### src/rtl/lvds_ser_tx_if.sv
// Parallel-word handshake into the serial transmitter: enable, data word,
// valid from the producer and ready back from the transmitter.
interface lvds_ser_tx_if #(
  parameter int DATA_WIDTH = 8
);
  logic                  en;
  logic [DATA_WIDTH-1:0] di;
  logic                  di_valid;
  logic                  di_ready;

  modport master (
    output en,
    output di,
    output di_valid,
    input  di_ready
  );

  modport slave (
    input  en,
    input  di,
    input  di_valid,
    output di_ready
  );
endinterface

### src/rtl/lvds_ser_tx.sv
// Framed serial transmitter driving a complementary pair (O/OB).
// Frame: start bit 0, DATA_WIDTH data bits, stop bit 1; idle line is 1.
// One holding register feeds one shift register so frames run back to back.
module lvds_ser_tx #(
  parameter int DATA_WIDTH   = 8,
  parameter int CLKS_PER_BIT = 1,
  parameter int MSB_FIRST    = 0
) (
  input  logic            clk,
  input  logic            rst,
  lvds_ser_tx_if.slave    bus,
  output logic            o_o,
  output logic            ob_o,
  output logic            busy_o
);

  localparam int BAUD_W = (CLKS_PER_BIT > 1) ? $clog2(CLKS_PER_BIT) : 1;
  localparam int BIT_W  = (DATA_WIDTH > 1) ? $clog2(DATA_WIDTH) : 1;
  localparam logic [BAUD_W-1:0] BAUD_LAST = BAUD_W'(CLKS_PER_BIT - 1);
  localparam logic [BAUD_W-1:0] BAUD_ONE  = BAUD_W'(1);
  localparam logic [BIT_W-1:0]  BIT_LAST  = BIT_W'(DATA_WIDTH - 1);
  localparam logic [BIT_W-1:0]  BIT_ONE   = BIT_W'(1);

  typedef enum logic [1:0] {
    S_IDLE  = 2'd0,
    S_START = 2'd1,
    S_DATA  = 2'd2,
    S_STOP  = 2'd3
  } state_t;

  state_t                state_q, state_d;
  logic [BAUD_W-1:0]     baud_q, baud_d;
  logic [BIT_W-1:0]      bit_q, bit_d;
  logic [DATA_WIDTH-1:0] shift_q, shift_d;
  logic [DATA_WIDTH-1:0] hold_q, hold_d;
  logic                  hold_full_q, hold_full_d;
  logic                  o_q, o_d;
  logic                  ob_q;

  logic                  accept;
  logic                  start_next;
  logic                  baud_last;
  logic [DATA_WIDTH-1:0] shift_adv;

  // Bit that goes on the line first out of a given shifter image.
  function automatic logic first_bit(input logic [DATA_WIDTH-1:0] v);
    return (MSB_FIRST != 0) ? v[DATA_WIDTH-1] : v[0];
  endfunction

  // Ready only depends on enable and holding-register occupancy, so it
  // tracks EN even while reset is asserted.
  assign bus.di_ready = bus.en & ~hold_full_q;
  assign accept       = bus.en & ~hold_full_q & bus.di_valid;
  assign start_next   = hold_full_q & bus.en;
  assign baud_last    = (baud_q == BAUD_LAST);

  assign o_o    = o_q;
  assign ob_o   = ob_q;
  assign busy_o = (state_q != S_IDLE) | hold_full_q;

  // Next-state, datapath and line-level decode for the framing FSM.
  always_comb begin
    state_d     = state_q;
    baud_d      = baud_q;
    bit_d       = bit_q;
    shift_d     = shift_q;
    hold_d      = hold_q;
    hold_full_d = hold_full_q;
    o_d         = o_q;
    shift_adv   = (MSB_FIRST != 0) ? (shift_q << 1) : (shift_q >> 1);

    // Accept and transfer are mutually exclusive: accept needs an empty
    // holding register, transfer needs a full one.
    if (accept) begin
      hold_d      = bus.di;
      hold_full_d = 1'b1;
    end

    case (state_q)
      S_IDLE: begin
        o_d = 1'b1;
        if (start_next) begin
          state_d     = S_START;
          shift_d     = hold_q;
          hold_full_d = 1'b0;
          baud_d      = '0;
          o_d         = 1'b0;
        end
      end

      S_START: begin
        if (baud_last) begin
          baud_d  = '0;
          bit_d   = '0;
          state_d = S_DATA;
          o_d     = first_bit(shift_q);
        end else begin
          baud_d = baud_q + BAUD_ONE;
        end
      end

      S_DATA: begin
        if (baud_last) begin
          baud_d = '0;
          if (bit_q == BIT_LAST) begin
            state_d = S_STOP;
            o_d     = 1'b1;
          end else begin
            bit_d   = bit_q + BIT_ONE;
            shift_d = shift_adv;
            o_d     = first_bit(shift_adv);
          end
        end else begin
          baud_d = baud_q + BAUD_ONE;
        end
      end

      S_STOP: begin
        if (baud_last) begin
          baud_d = '0;
          if (start_next) begin
            // Chain straight into the next start bit, no idle gap.
            state_d     = S_START;
            shift_d     = hold_q;
            hold_full_d = 1'b0;
            o_d         = 1'b0;
          end else begin
            state_d = S_IDLE;
            o_d     = 1'b1;
          end
        end else begin
          baud_d = baud_q + BAUD_ONE;
        end
      end

      default: begin
        state_d = S_IDLE;
        o_d     = 1'b1;
      end
    endcase
  end

  // State and line registers; reset forces the idle line level at once.
  always_ff @(posedge clk or posedge rst) begin
    if (rst) begin
      state_q     <= S_IDLE;
      baud_q      <= '0;
      bit_q       <= '0;
      shift_q     <= '0;
      hold_q      <= '0;
      hold_full_q <= 1'b0;
      o_q         <= 1'b1;
      ob_q        <= 1'b0;
    end else begin
      state_q     <= state_d;
      baud_q      <= baud_d;
      bit_q       <= bit_d;
      shift_q     <= shift_d;
      hold_q      <= hold_d;
      hold_full_q <= hold_full_d;
      o_q         <= o_d;
      ob_q        <= ~o_d;
    end
  end

endmodule
### src/flat_wrapper.sv
// flat-port wrapper written by rule: the top's interface ports become plain ports
module lvds_ser_tx_flat 
#(
  parameter int DATA_WIDTH   = 8,
  parameter int CLKS_PER_BIT = 1,
  parameter int MSB_FIRST    = 0
)
  (clk, rst, o_o, ob_o, busy_o, bus_en, bus_di, bus_di_valid, bus_di_ready);
  lvds_ser_tx_if #(.DATA_WIDTH(DATA_WIDTH)) bus_i ();
  input  logic clk;
  input  logic rst;
  output logic o_o;
  output logic ob_o;
  output logic busy_o;
  input wire logic [$bits(bus_i.en)-1:0] bus_en;
  input wire logic [$bits(bus_i.di)-1:0] bus_di;
  input wire logic [$bits(bus_i.di_valid)-1:0] bus_di_valid;
  output wire logic [$bits(bus_i.di_ready)-1:0] bus_di_ready;
  assign bus_i.en = bus_en;
  assign bus_i.di = bus_di;
  assign bus_i.di_valid = bus_di_valid;
  assign bus_di_ready = bus_i.di_ready;
  lvds_ser_tx #(.DATA_WIDTH(DATA_WIDTH), .CLKS_PER_BIT(CLKS_PER_BIT), .MSB_FIRST(MSB_FIRST)) u_core (.clk(clk), .rst(rst), .bus(bus_i), .o_o(o_o), .ob_o(ob_o), .busy_o(busy_o));
endmodule
### config.mk
export PLATFORM = sky130hd
export DESIGN_NAME = lvds_ser_tx_flat
export DESIGN_NICKNAME = d
export VERILOG_FILES = /design/src/rtl/lvds_ser_tx_if.sv /design/src/rtl/lvds_ser_tx.sv /design/src/flat_wrapper.sv
export SDC_FILE = /design/constraint.sdc
export NUM_CORES = 1
export LEC_CHECK = 0
export BUFFER_PORTS_ARGS = -buffer_cell sky130_fd_sc_hd__buf_2
export CAP_MARGIN = 15
export CELL_PAD_IN_SITES_DETAIL_PLACEMENT = 0
export CELL_PAD_IN_SITES_GLOBAL_PLACEMENT = 1
export CORE_MARGIN = 3
export CORE_UTILIZATION = 49
export DETAILED_ROUTE_END_ITERATION = 6
export GPL_TIMING_DRIVEN = 0
export MAX_ROUTING_LAYER = met4
export PLACE_DENSITY_LB_ADDON = 0.1
export SYNTH_ARGS = -nofsm -noshare
export SYNTH_HDL_FRONTEND = slang
export SYNTH_SLANG_ARGS = --single-unit
### constraint.sdc
create_clock -name clk -period 5.1 [get_ports clk]
set_clock_uncertainty 0.15 [all_clocks]
set_input_delay 0.51 -clock clk [delete_from_list [all_inputs] [get_ports clk]]
set_output_delay 0.51 -clock clk [all_outputs]
set_load 0.03 [all_outputs]
# After elaboration in Yosys (flattened, before gate mapping)
# Index checks and enable logic that the tools add are counted.
# classes
muxes	29
reduce_logical	8
eq_ne	10
bitwise	6
add_sub_neg	2
# op_table
cell	n
$mux W8	4
$pmux W8 S3	1
$mux W1	11
$mux W2	5
$mux W3	3
$ne A2 B2 Y1 const B	4
$pmux W2 S4	1
$reduce_and A4 Y1	2
$pmux W3 S2	1
$reduce_and A5 Y1	1
$eq A2 B2 Y1 const B	2
$ne A2 B1 Y1 const B	2
$pmux W1 S2	2
$pmux W1 S4	1
$reduce_bool A2 Y1	2
$add A3 B1 Y3 const B	1
$and A1 B1 Y1	3
$eq A3 B3 Y1 const B	1
$reduce_bool A3 Y1	1
$reduce_or A3 Y1	1
$eq A2 B1 Y1 const B	1
$logic_not A2 Y1	1
$not A1 Y1	2
$add A1 B1 Y1 const B	1
$or A1 B1 Y1	1
# totals
inputBits	12
word_cells	63
register_bits	25
output_inout_bits	4

# Depth between registers and ports, before layout
# logic_depth
ltp_word	7
ltp_mapped	7
depth_no_buf	5

# Worst setup path before layout
# OpenSTA, ideal clock, no wires.
# synth_timing
path_kind	reg2reg
start	register u_core.bit_q[0]
end	register u_core.shift_q[0]
path_buffers	0
stages_incl_launch_ff	6
setup_slack_ns	3.075
setup_time_ns	0.125
t_required_ns	4.825
synth_period_minus_slack_ns	2.025
t_arrival_ns	1.750
path_cell_list	dfrtp_1 > ha_1 > ha_1 > or3b_1 > o31ai_4 > mux2_2
# synth_between
elab_chain_len	3
# synth_rtl
item	line_no	rtl
start, declared	lvds_ser_tx.sv:33	logic [BIT_W-1:0] bit_q, bit_d;
start signal, assigned	lvds_ser_tx.sv:157	bit_q <= bit_d;
$eq A3 B3 Y1	lvds_ser_tx.sv:105	if (bit_q == BIT_LAST) begin
$ne A2 B2 Y1 (no line)	--	
$reduce_and A4 Y1 (no line)	--	
end signal, assigned	lvds_ser_tx.sv:158	shift_q <= shift_d;
end, declared	lvds_ser_tx.sv:34	logic [DATA_WIDTH-1:0] shift_q, shift_d;
# Every way passes these cells.
# A chain may end at the register's enable or synchronous reset.

# Final worst setup path
# Same ends and word-level chain as after synthesis.

==> results.sh <==
export IMPL_status="complete, no violations"
export IMPL_syn_area_per_cell_sq_um=13.30
export IMPL_cts_buffers=3
export IMPL_reg2reg_depth=5
export IMPL_synth_xor_xnor_area_share_pct=0.7239
export IMPL_grt_max_degree=25
export IMPL_rrSetupSlack_ns=2.95
export IMPL_coreArea_sq_um=2276
export IMPL_arrival_ns=2.22
export IMPL_synthSimpleGateAreaFrac_pct=5.688
export IMPL_crit_chain="ha_1 -> ha_1 -> or3b_1 -> o31ai_4 -> mux2_2"
export IMPL_crit_path_start="u_core.bit_q[0]"
export IMPL_power_density_nw_per_um2=664.2
export IMPL_grt_pass1_vias=795
export IMPL_viasPerCell=5.500
export IMPL_route_detailed_drc=0
export IMPL_die_w_um=55.69
export IMPL_cap_violations=0
export IMPL_final_common_cell="mux2_2"
export IMPL_syn_area_sq_um=1210
export IMPL_synthTopCellsByArea="dfrtp_1 (48%), mux2_2 (23%), ha_1 (8.3%)"
export IMPL_cp_slowest_cell="dfrtp_1"
export IMPL_crit_type="reg -> reg"
export IMPL_post_cts_resized=0
export IMPL_ant_nets=0
export IMPL_dp_final_hpwl_mm=1.380
export IMPL_hold_viol_final=0
export IMPL_yosysTopAreaCellShare_pct=47.57
export IMPL_muxShareOfSynthArea_pct=24.10
export IMPL_relSlewSlack_pct=39.82
export IMPL_leakagePower_nw=0.6385
export IMPL_grt_pass1_wl_mm=3.491
export IMPL_grt_antenna_before_repair=0
export IMPL_dieArea_sq_um=3101
export IMPL_synth_compound_gate_area_share_pct=8.893
export IMPL_track_usage_pct=14.37
export IMPL_crit_path_end_kind="flop"
export IMPL_gp_routability_congestion=0.7425
export IMPL_fin_setup_tns_ns=0
export IMPL_clk_pin_slew_ns=0.14
export IMPL_fp_dieH_um=55.69
export IMPL_final_cell_mix="mux2_2 (25), dfrtp_1 (23), buf_2 (16), ha_1 (8)"
export IMPL_max_freq_mhz=464.5
export IMPL_fin_util_pct=60.31
export IMPL_synth_top_family_by_area="multiplexers"
export IMPL_netlist_cell_type_count=22
export IMPL_path_max_fanout=8
export IMPL_peakVddDrop_mv=0.4051
export IMPL_h_tree_depth=1
export IMPL_area_growth_syn_to_layout_pct=13.44
export IMPL_cts_hold_buffers_added=0
export IMPL_period_needed_ns=2.153
export IMPL_finalSetupViolations=0
export IMPL_critPathRequiredTime_ns=5.17
export IMPL_portBuffers=15
export IMPL_holdWs_ns=0.2058
export IMPL_overflow=0
export IMPL_rr_startpoint="u_core.bit_q[0]"
export IMPL_hold_class="in -> async"
export IMPL_wl_per_cell_um=13.80
export IMPL_final_nets=131
export IMPL_io_pins=16
export IMPL_crit_buf_inv=0
export IMPL_crit_top_cell="ha_1"
export IMPL_synth_seq_cells=24
export IMPL_synth_adder_area_share_pct=8.273
export IMPL_worstMarginPinSlew_ns=0.9018
export IMPL_ys_warn_count=0
export IMPL_root_buffer="clkbuf_4"
export IMPL_syn_nets=111
export IMPL_clock_sinks=24
export IMPL_period_share_pct=42.21
export IMPL_maxSlewViolCount=0
export IMPL_cp_top_family="adder cells"
export IMPL_clock_latency_ns=0.32
export IMPL_rows=17
export IMPL_reg2reg_to="u_core.shift_q[0]"
export IMPL_drive_gt1_share_pct=43.64
export IMPL_firstDrtPassIters=4
export IMPL_drt_iter0_drc=5
export IMPL_rsz0062_at_grt="no"
export IMPL_start_util_pct=53.16
export IMPL_synth_top_cell_by_area="dfrtp_1"
export IMPL_diodes=0
export IMPL_startpoint_type="flop"
export IMPL_vias=759
export IMPL_max_stage_delay_ns=0.44
export IMPL_synthCells=91
export IMPL_routed_wirelength_mm=1.905
export IMPL_clk_path_buf_depth=2
export IMPL_cts_setup_buffers=0
export IMPL_worst_path_stages=5
export IMPL_ys_seq_area_share_pct=49.74
export IMPL_cp_endpoint="u_core.shift_q[0]"
export IMPL_cts_tree="yes"
-- cell usage after synthesis, drive strengths merged --
cell type / instances
o21ai: 3
buf: 2
mux2i: 1
nand2b: 2
a2bb2oi: 1
dfrtp: 23
a21oi: 4
inv: 4
nand2: 2
a311oi: 1
dfstp: 1
xnor2: 1
o31ai: 1
or3b: 1
a22o: 3
a211oi: 1
ha: 8
nand3b: 1
nor2: 2
mux2: 25
nor2b: 4
-- cell families after synthesis --
| group | count (synthesis) |
|---|---|
| buffers and inverters | 6 |
| AO/OA/AOI/OAI | 14 |
| multiplexers | 26 |
| XOR/XNOR | 1 |
| AND/OR/NAND/NOR | 12 |
| flip-flops | 24 |
| adder cells (fa/ha/maj) | 8 |
-- routing by layer --
layer | track usage (%) | part of all wire (%)
met2 | 22.30 | 46
met3 | 2.784 | 3.8
met4 | 6.944 | 1.8
met5 | - | 0
met1 | 17.97 | 48
-- power breakdown --
| part | total, mW | internal, mW | leakage (nW) | switching, mW |
|---|---|---|---|---|
| clock network | 0.140 | 0.0795 | 0.0279 | 0.0603 |
| logic | 0.426 | 0.230 | 0.324 | 0.196 |
| registers | 0.346 | 0.290 | 0.286 | 0.0558 |
| total | 0.912 | 0.599 | 0.638 | 0.312 |
-- worst min path at each step --
stage / endpoint / slack (ns) / cells past startpoint
finish: u_core.hold_q[2] / 0.21 / 2
CTS: u_core.shift_q[3] / 0.24 / 2
global placement: u_core.hold_q[7] / 0.33 / 1
floorplan: u_core.hold_q[7] / 0.32 / 1
global route: u_core.hold_q[2] / 0.25 / 2
detailed placement: u_core.hold_q[7] / 0.34 / 1
-- stage by stage --
stage	cells	area [sq um]	setup slack (ns)	total power, mW
finish	138	1373	2.947	0.9117
global route	138	1373	2.845	0.9855
CTS	138	1373	2.922	0.9193
detailed placement	134	1320	2.947	0.7817
global placement	134	1320	2.976	0.7643
floorplan	91	1210	3.075	0.6948
-- cell type report --
class,count,area [sq um]
Sequential cell,24,601.8
Clock buffer,3,22.52
Inverter,4,15.01
Buffer,2,16.27
Clock inverter,1,30.03
Tap cell,28,35.03
Fill cell,190,903.4
Multi-Input combinational cell,61,576.8
Timing Repair Buffer,15,75.07
-- registers in the layout (all words and copies together) (netlist names) --
register and count:
u_core.ob_o 1, u_core.hold_q 8, u_core.o_o 1, u_core.bit_q 3, u_core.hold_full_q 1, u_core.shift_q 8
u_core.state_q 2
Power figures use the tool's default switching activity.
